$ cat src/rtl/seg_scan_ctrl.sv
// 8-digit multiplexed seven-segment scan controller with a frame-coherent shadow/shown register pair.
// Optional leading-zero blanking is enabled by defining SEG_ZERO_BLANK_EN.
module seg_scan_ctrl #(
  parameter int REFRESH_DIV = 100000,
  parameter int GAP_CYC     = 200
) (
  input  logic        clk,
  input  logic        rst,
  input  logic [31:0] ResultW,
  input  logic        load,
  input  logic        hold,
  output logic [7:0]  anode,
  output logic [6:0]  display,
  output logic        dp,
  output logic        frame_start
);

  localparam int CW = (REFRESH_DIV > 1) ? $clog2(REFRESH_DIV) : 1;

  typedef enum logic {S_IDLE, S_SCAN} state_t;

  state_t      r_state, w_state_nxt;
  logic [31:0] r_shadow, r_shown, w_shown_nxt;
  logic [CW-1:0] r_cnt, w_cnt_nxt;
  logic [2:0]  r_idx, w_idx_nxt;
  logic        w_slot_end, w_boundary, w_gap, w_blank;
  logic [3:0]  w_nib;
  logic [6:0]  w_glyph, w_disp_nxt;
  logic [7:0]  w_anode_nxt;
  logic        w_fs_nxt;

  assign w_slot_end = (r_cnt == CW'(REFRESH_DIV - 1));
  assign w_boundary = w_slot_end && (r_idx == 3'd7);
  assign w_gap      = (r_cnt < CW'(GAP_CYC));
  assign w_nib      = r_shown[{r_idx, 2'b00} +: 4];

`ifdef SEG_ZERO_BLANK_EN
  // Blank digit k when it and every digit to its left are zero; digit 0 always shows.
  assign w_blank = (r_idx != 3'd0) && ((r_shown >> {r_idx, 2'b00}) == 32'd0);
`else
  assign w_blank = 1'b0;
`endif

  always_comb begin
    w_glyph = 7'h7F;
    unique case (w_nib)
      4'h0: w_glyph = 7'b1000000;
      4'h1: w_glyph = 7'b1111001;
      4'h2: w_glyph = 7'b0100100;
      4'h3: w_glyph = 7'b0110000;
      4'h4: w_glyph = 7'b0011001;
      4'h5: w_glyph = 7'b0010010;
      4'h6: w_glyph = 7'b0000010;
      4'h7: w_glyph = 7'b1111000;
      4'h8: w_glyph = 7'b0000000;
      4'h9: w_glyph = 7'b0010000;
      4'hA: w_glyph = 7'b0001000;
      4'hB: w_glyph = 7'b0000011;
      4'hC: w_glyph = 7'b1000110;
      4'hD: w_glyph = 7'b0100001;
      4'hE: w_glyph = 7'b0000110;
      4'hF: w_glyph = 7'b0001110;
    endcase
  end

  always_comb begin
    w_state_nxt = r_state;
    w_cnt_nxt   = r_cnt;
    w_idx_nxt   = r_idx;
    w_shown_nxt = r_shown;
    w_anode_nxt = 8'hFF;
    w_disp_nxt  = 7'h7F;
    w_fs_nxt    = 1'b0;
    unique case (r_state)
      S_IDLE: begin
        if (load) begin
          w_state_nxt = S_SCAN;
          w_cnt_nxt   = '0;
          w_idx_nxt   = 3'd0;
          w_shown_nxt = ResultW;
        end
      end
      S_SCAN: begin
        if (w_slot_end) begin
          w_cnt_nxt = '0;
          w_idx_nxt = r_idx + 3'd1;
        end else begin
          w_cnt_nxt = r_cnt + CW'(1);
        end
        // A load on the boundary cycle bypasses the shadow straight into the next frame.
        if (w_boundary && !hold)
          w_shown_nxt = load ? ResultW : r_shadow;
        w_fs_nxt = (r_cnt == '0) && (r_idx == 3'd0);
        if (!w_gap) begin
          w_anode_nxt = ~(8'd1 << r_idx);
          w_disp_nxt  = w_blank ? 7'h7F : w_glyph;
        end
      end
      default: ;
    endcase
  end

  always_ff @(posedge clk) begin
    if (rst) begin
      r_state     <= S_IDLE;
      r_cnt       <= '0;
      r_idx       <= 3'd0;
      r_shadow    <= 32'd0;
      r_shown     <= 32'd0;
      anode       <= 8'hFF;
      display     <= 7'h7F;
      frame_start <= 1'b0;
    end else begin
      r_state     <= w_state_nxt;
      r_cnt       <= w_cnt_nxt;
      r_idx       <= w_idx_nxt;
      r_shown     <= w_shown_nxt;
      if (load)
        r_shadow  <= ResultW;
      anode       <= w_anode_nxt;
      display     <= w_disp_nxt;
      frame_start <= w_fs_nxt;
    end
  end

  assign dp = 1'b1;

endmodule
$ cat config.mk
export PLATFORM = sky130hd
export DESIGN_NAME = seg_scan_ctrl
export DESIGN_NICKNAME = d
export VERILOG_FILES = /design/src/rtl/seg_scan_ctrl.sv
export SDC_FILE = /design/constraint.sdc
export NUM_CORES = 1
export LEC_CHECK = 0
export ABC_AREA = 1
export CORE_ASPECT_RATIO = 1.75
export CORE_UTILIZATION = 57
export CTS_CLUSTER_DIAMETER = 50
export DETAILED_ROUTE_END_ITERATION = 8
export PLACE_DENSITY_LB_ADDON = 0.08
export RECOVER_POWER = 50
export SKIP_CTS_REPAIR_TIMING = 1
export SYNTH_ARGS = -nofsm -noshare
export SYNTH_HDL_FRONTEND = slang
export SYNTH_SLANG_ARGS = --single-unit
$ cat constraint.sdc
create_clock -name clk -period 2.6 [get_ports clk]
set_clock_uncertainty 0.05 [all_clocks]
set_input_delay 0.78 -clock clk [delete_from_list [all_inputs] [get_ports clk]]
set_output_delay 0.78 -clock clk [all_outputs]
set_load 0.005 [all_outputs]
==> flow_metrics.py <==
metrics = {
    "routing": {
        "vias_per_cell": 5.27,
        "avgRoutedWirePerCell_um": 13.0,
        "first_iter_violations": 305,
        "firstDrtPassIters": 5,
        "num_vias": 5041,
        "drc_errors": 0,
        "ant_nets": 0,
        "wl_mm": 12.5,
    },
    "power": {
        "power_w": 0.00346,
        "pwr_density_cell_mw_per_mm2": 568,
        "leakage_nw": 2.83,
        "ir_worst_vdd_mv": 0.474,
    },
    "timing": {
        "fmax_ghz": 0.437,
        "tightest_slew_ns": 0.799,
        "hold_viol": 0,
        "setup_viol": 0,
        "hold_slack_ns": 0.430,
        "fin_crit_ns": 2.29,
        "finalCritPeriodShare_pct": 87.9,
        "final-max-slew-violation-count": 0,
        "maxSlewHeadroom_pct": 46.8,
        "setup_tns_ns": 0,
        "rsz0062_at_grt": "no",
    },
    "cts": {
        "clk_pin_slew_ns": 0.07,
        "clock_latency_ns": 0.35,
        "clockRootBuffer": "clkbuf_16",
        "cts_tree": "yes",
        "clockBufferDepth": 2,
        "htree_num_levels": 3,
        "cts.sinks": 101,
        "cts_inserted_buffers": 9,
    },
    "cells_and_area": {
        "drive_gt1_share_pct": 5.60,
        "final_cell_mix": "nand2_1 (218), inv_1 (104), dfxtp_1 (101)",
        "multiInputGateArea_mm2": 0.00257,
        "regArea_mm2": 0.00202,
        "area_growth_pct": 16.4,
        "layout_commonest_cell": "nand2_1",
        "fill_cells": 829,
        "final_net_count": 884,
        "antenna_cells": 0,
    },
    "placed_design": {
        "place_congestion": 0.895,
        "portBuffers": 51,
        "dpl.hpwl_mm": 8.94,
    },
    "critical_path": {
        "crit_type": "in -> reg",
        "ff2ff_path_depth": 11,
        "r2r_start": "r_idx[0]",
        "worst-r2r-setup-slack_ns": 0.44,
        "endpoint": "r_shown[27]",
        "crit_path_max_fanout": 29,
        "slowest_stage": "clkbuf_1",
        "critPathArrivalTime_ns": 2.48,
        "cp.required_ns": 2.80,
        "slowest_delay_ns": 0.56,
        "startpoint_type": "input pin",
        "crit_chain": "buf_2, clkbuf_1, mux2i_1, o21ai_0, nor2_1, nor2_1",
        "cp-startpoint": "load",
        "reg2reg_to": "display[0]",
        "crit_top_cell": "nor2_1",
        "endpoint_kind": "flip-flop",
    },
    "logic_synthesis": {
        "ys_warn_count": 0,
        "synth_seq_cells": 101,
        "avgSynthCellArea_um2": 6.56,
        "ys_types": 33,
        "ys_seq_area_share_pct": 38.6,
        "synth_nets": 847,
        "synthCells": 798,
        "netlist_area_mm2": 0.00523,
    },
    "outcome": {
        "status": "finished clean",
    },
    "floorplan": {
        "io_pins": 53,
        "num_rows": 45,
        "start_util_pct": 59.6,
        "die_area_mm2": 0.00958,
        "die_w_um": 74.4,
        "dieHeight_um": 129,
        "coreArea_mm2": 0.00878,
    },
    "global_routing": {
        "grtUsageTotal_pct": 28.1,
        "grt_overflow_total": 0,
        "grt_pass1_vias": 4715,
        "antenna_found_initial": 0,
        "grt_pass1_wl_mm": 21.0,
        "grt_max_degree": 56,
    },
    "job": {
        "cap_viol_max_count": 0,
    },
    "hold_path": {
        "min_path_type": "reg -> reg",
    },
}
## cell usage after synthesis
| master | count | area (um2) |
|---|---|---|
| buf_2 | 13 | 65.1 |
| nor2_1 | 96 | 360 |
| nand2_4 | 1 | 11.3 |
| nand4_1 | 30 | 188 |
| buf_4 | 3 | 22.5 |
| nand3_1 | 60 | 300 |
| a31o_2 | 1 | 8.76 |
| nor4_1 | 1 | 6.26 |
| nand2_2 | 1 | 6.26 |
| nor2_2 | 1 | 6.26 |
| inv_2 | 7 | 26.3 |
| nand3_2 | 3 | 30.0 |
| nand3_4 | 1 | 17.5 |
| nor4b_1 | 1 | 8.76 |
| ha_1 | 13 | 163 |
| dfxtp_1 | 101 | 2020 |
| clkbuf_1 | 15 | 56.3 |
| o211ai_1 | 7 | 52.6 |
| clkinv_1 | 3 | 11.3 |
| o21bai_1 | 1 | 7.51 |
| buf_1 | 5 | 18.8 |
| nor3_1 | 5 | 25.0 |
| o21ai_0 | 61 | 305 |
| buf_6 | 4 | 45.0 |
| mux2i_1 | 8 | 80.1 |
| a21oi_1 | 22 | 110 |
| nor2_4 | 1 | 11.3 |
| nand2_1 | 218 | 818 |
| or2_2 | 1 | 6.26 |
| conb_1 | 1 | 3.75 |
| inv_1 | 104 | 390 |
| xor2_1 | 1 | 8.76 |
| o21ai_1 | 8 | 40.0 |
## cells by family (layout without fill, tap and decap cells)
family | Yosys count | count (layout) | synth area share, %
compound gates | 100 | 100 | 10.0
mux | 8 | 8 | 1.53
buf+inv | 154 | 196 | 12.1
simple gates | 420 | 420 | 34.3
flops | 101 | 101 | 38.6
other cells | 1 | 1 | 0.0717
xor+xnor | 1 | 1 | 0.167
fa+ha+maj | 13 | 13 | 3.11
## per-stage QoR
step           setup slack, ns  cells  instance area [um2]  utilization (%)
3_5_place_dp             0.296    941                 5810             66.2
2_1_floorplan            0.694    798                 5230                -
3_3_place_gp             0.303    941                 5810             66.2
5_1_grt                  0.192    957                 6090             69.3
6_report                 0.314    957                 6090             69.3
4_1_cts                  0.414    957                 6100             69.4
## sequential cells by signal, summed over array words and instances (netlist names)
name	flops
r_cnt	17
r_state	1
anode	8
r_idx	3
r_shadow	32
r_shown	32
display	7
frame_start	1
## power breakdown
group | switching, W | internal, W | leakage (nW) | total (W)
sequential | 0.0000274 | 0.00163 | 0.830 | 0.00166
clock | 0.000612 | 0.000660 | 0.133 | 0.00127
combinational | 0.000329 | 0.000197 | 1.87 | 0.000526
total | 0.000968 | 0.00249 | 2.83 | 0.00346
## area by class of cell
type | count | share of cell area (%)
clock buffers | 9 | 3.70
inverters | 114 | 7.03
multi-input cells | 543 | 42.3
flip-flops and latches | 101 | 33.2
clock inverters | 7 | 0.966
well taps | 117 | 2.40
repair buffers | 66 | 10.4
## routing by layer
layer	GRT usage, %	part of all wire, %	up-vias
li1	-	-	2583
met1	33.1	42	2306
met2	48.8	52	123
met3	5.01	3.6	29
met4	11.5	2.4	0
met5	0	0	-
## worst min-delay path by stage
| stage | from | to | slack (ns) | cells past startpoint |
|---|---|---|---|---|
| CTS | r_cnt[10] | r_cnt[10] | 0.43 | 2 |
| detailed placement | r_cnt[10] | r_cnt[10] | 0.42 | 2 |
| floorplan | r_shadow[15] | r_shadow[15] | 0.40 | 2 |
| finish | r_cnt[10] | r_cnt[10] | 0.43 | 2 |
| global placement | r_shadow[21] | r_shadow[21] | 0.41 | 2 |
| global route | r_cnt[10] | r_cnt[10] | 0.46 | 2 |
## critical path: cells and delay by family
family	cells	cell delay (ns)
simple gates	2	0.21
compound gates	1	0.19
mux	1	0.33
buf+inv	2	0.96
Power figures use the tool's default switching activity.
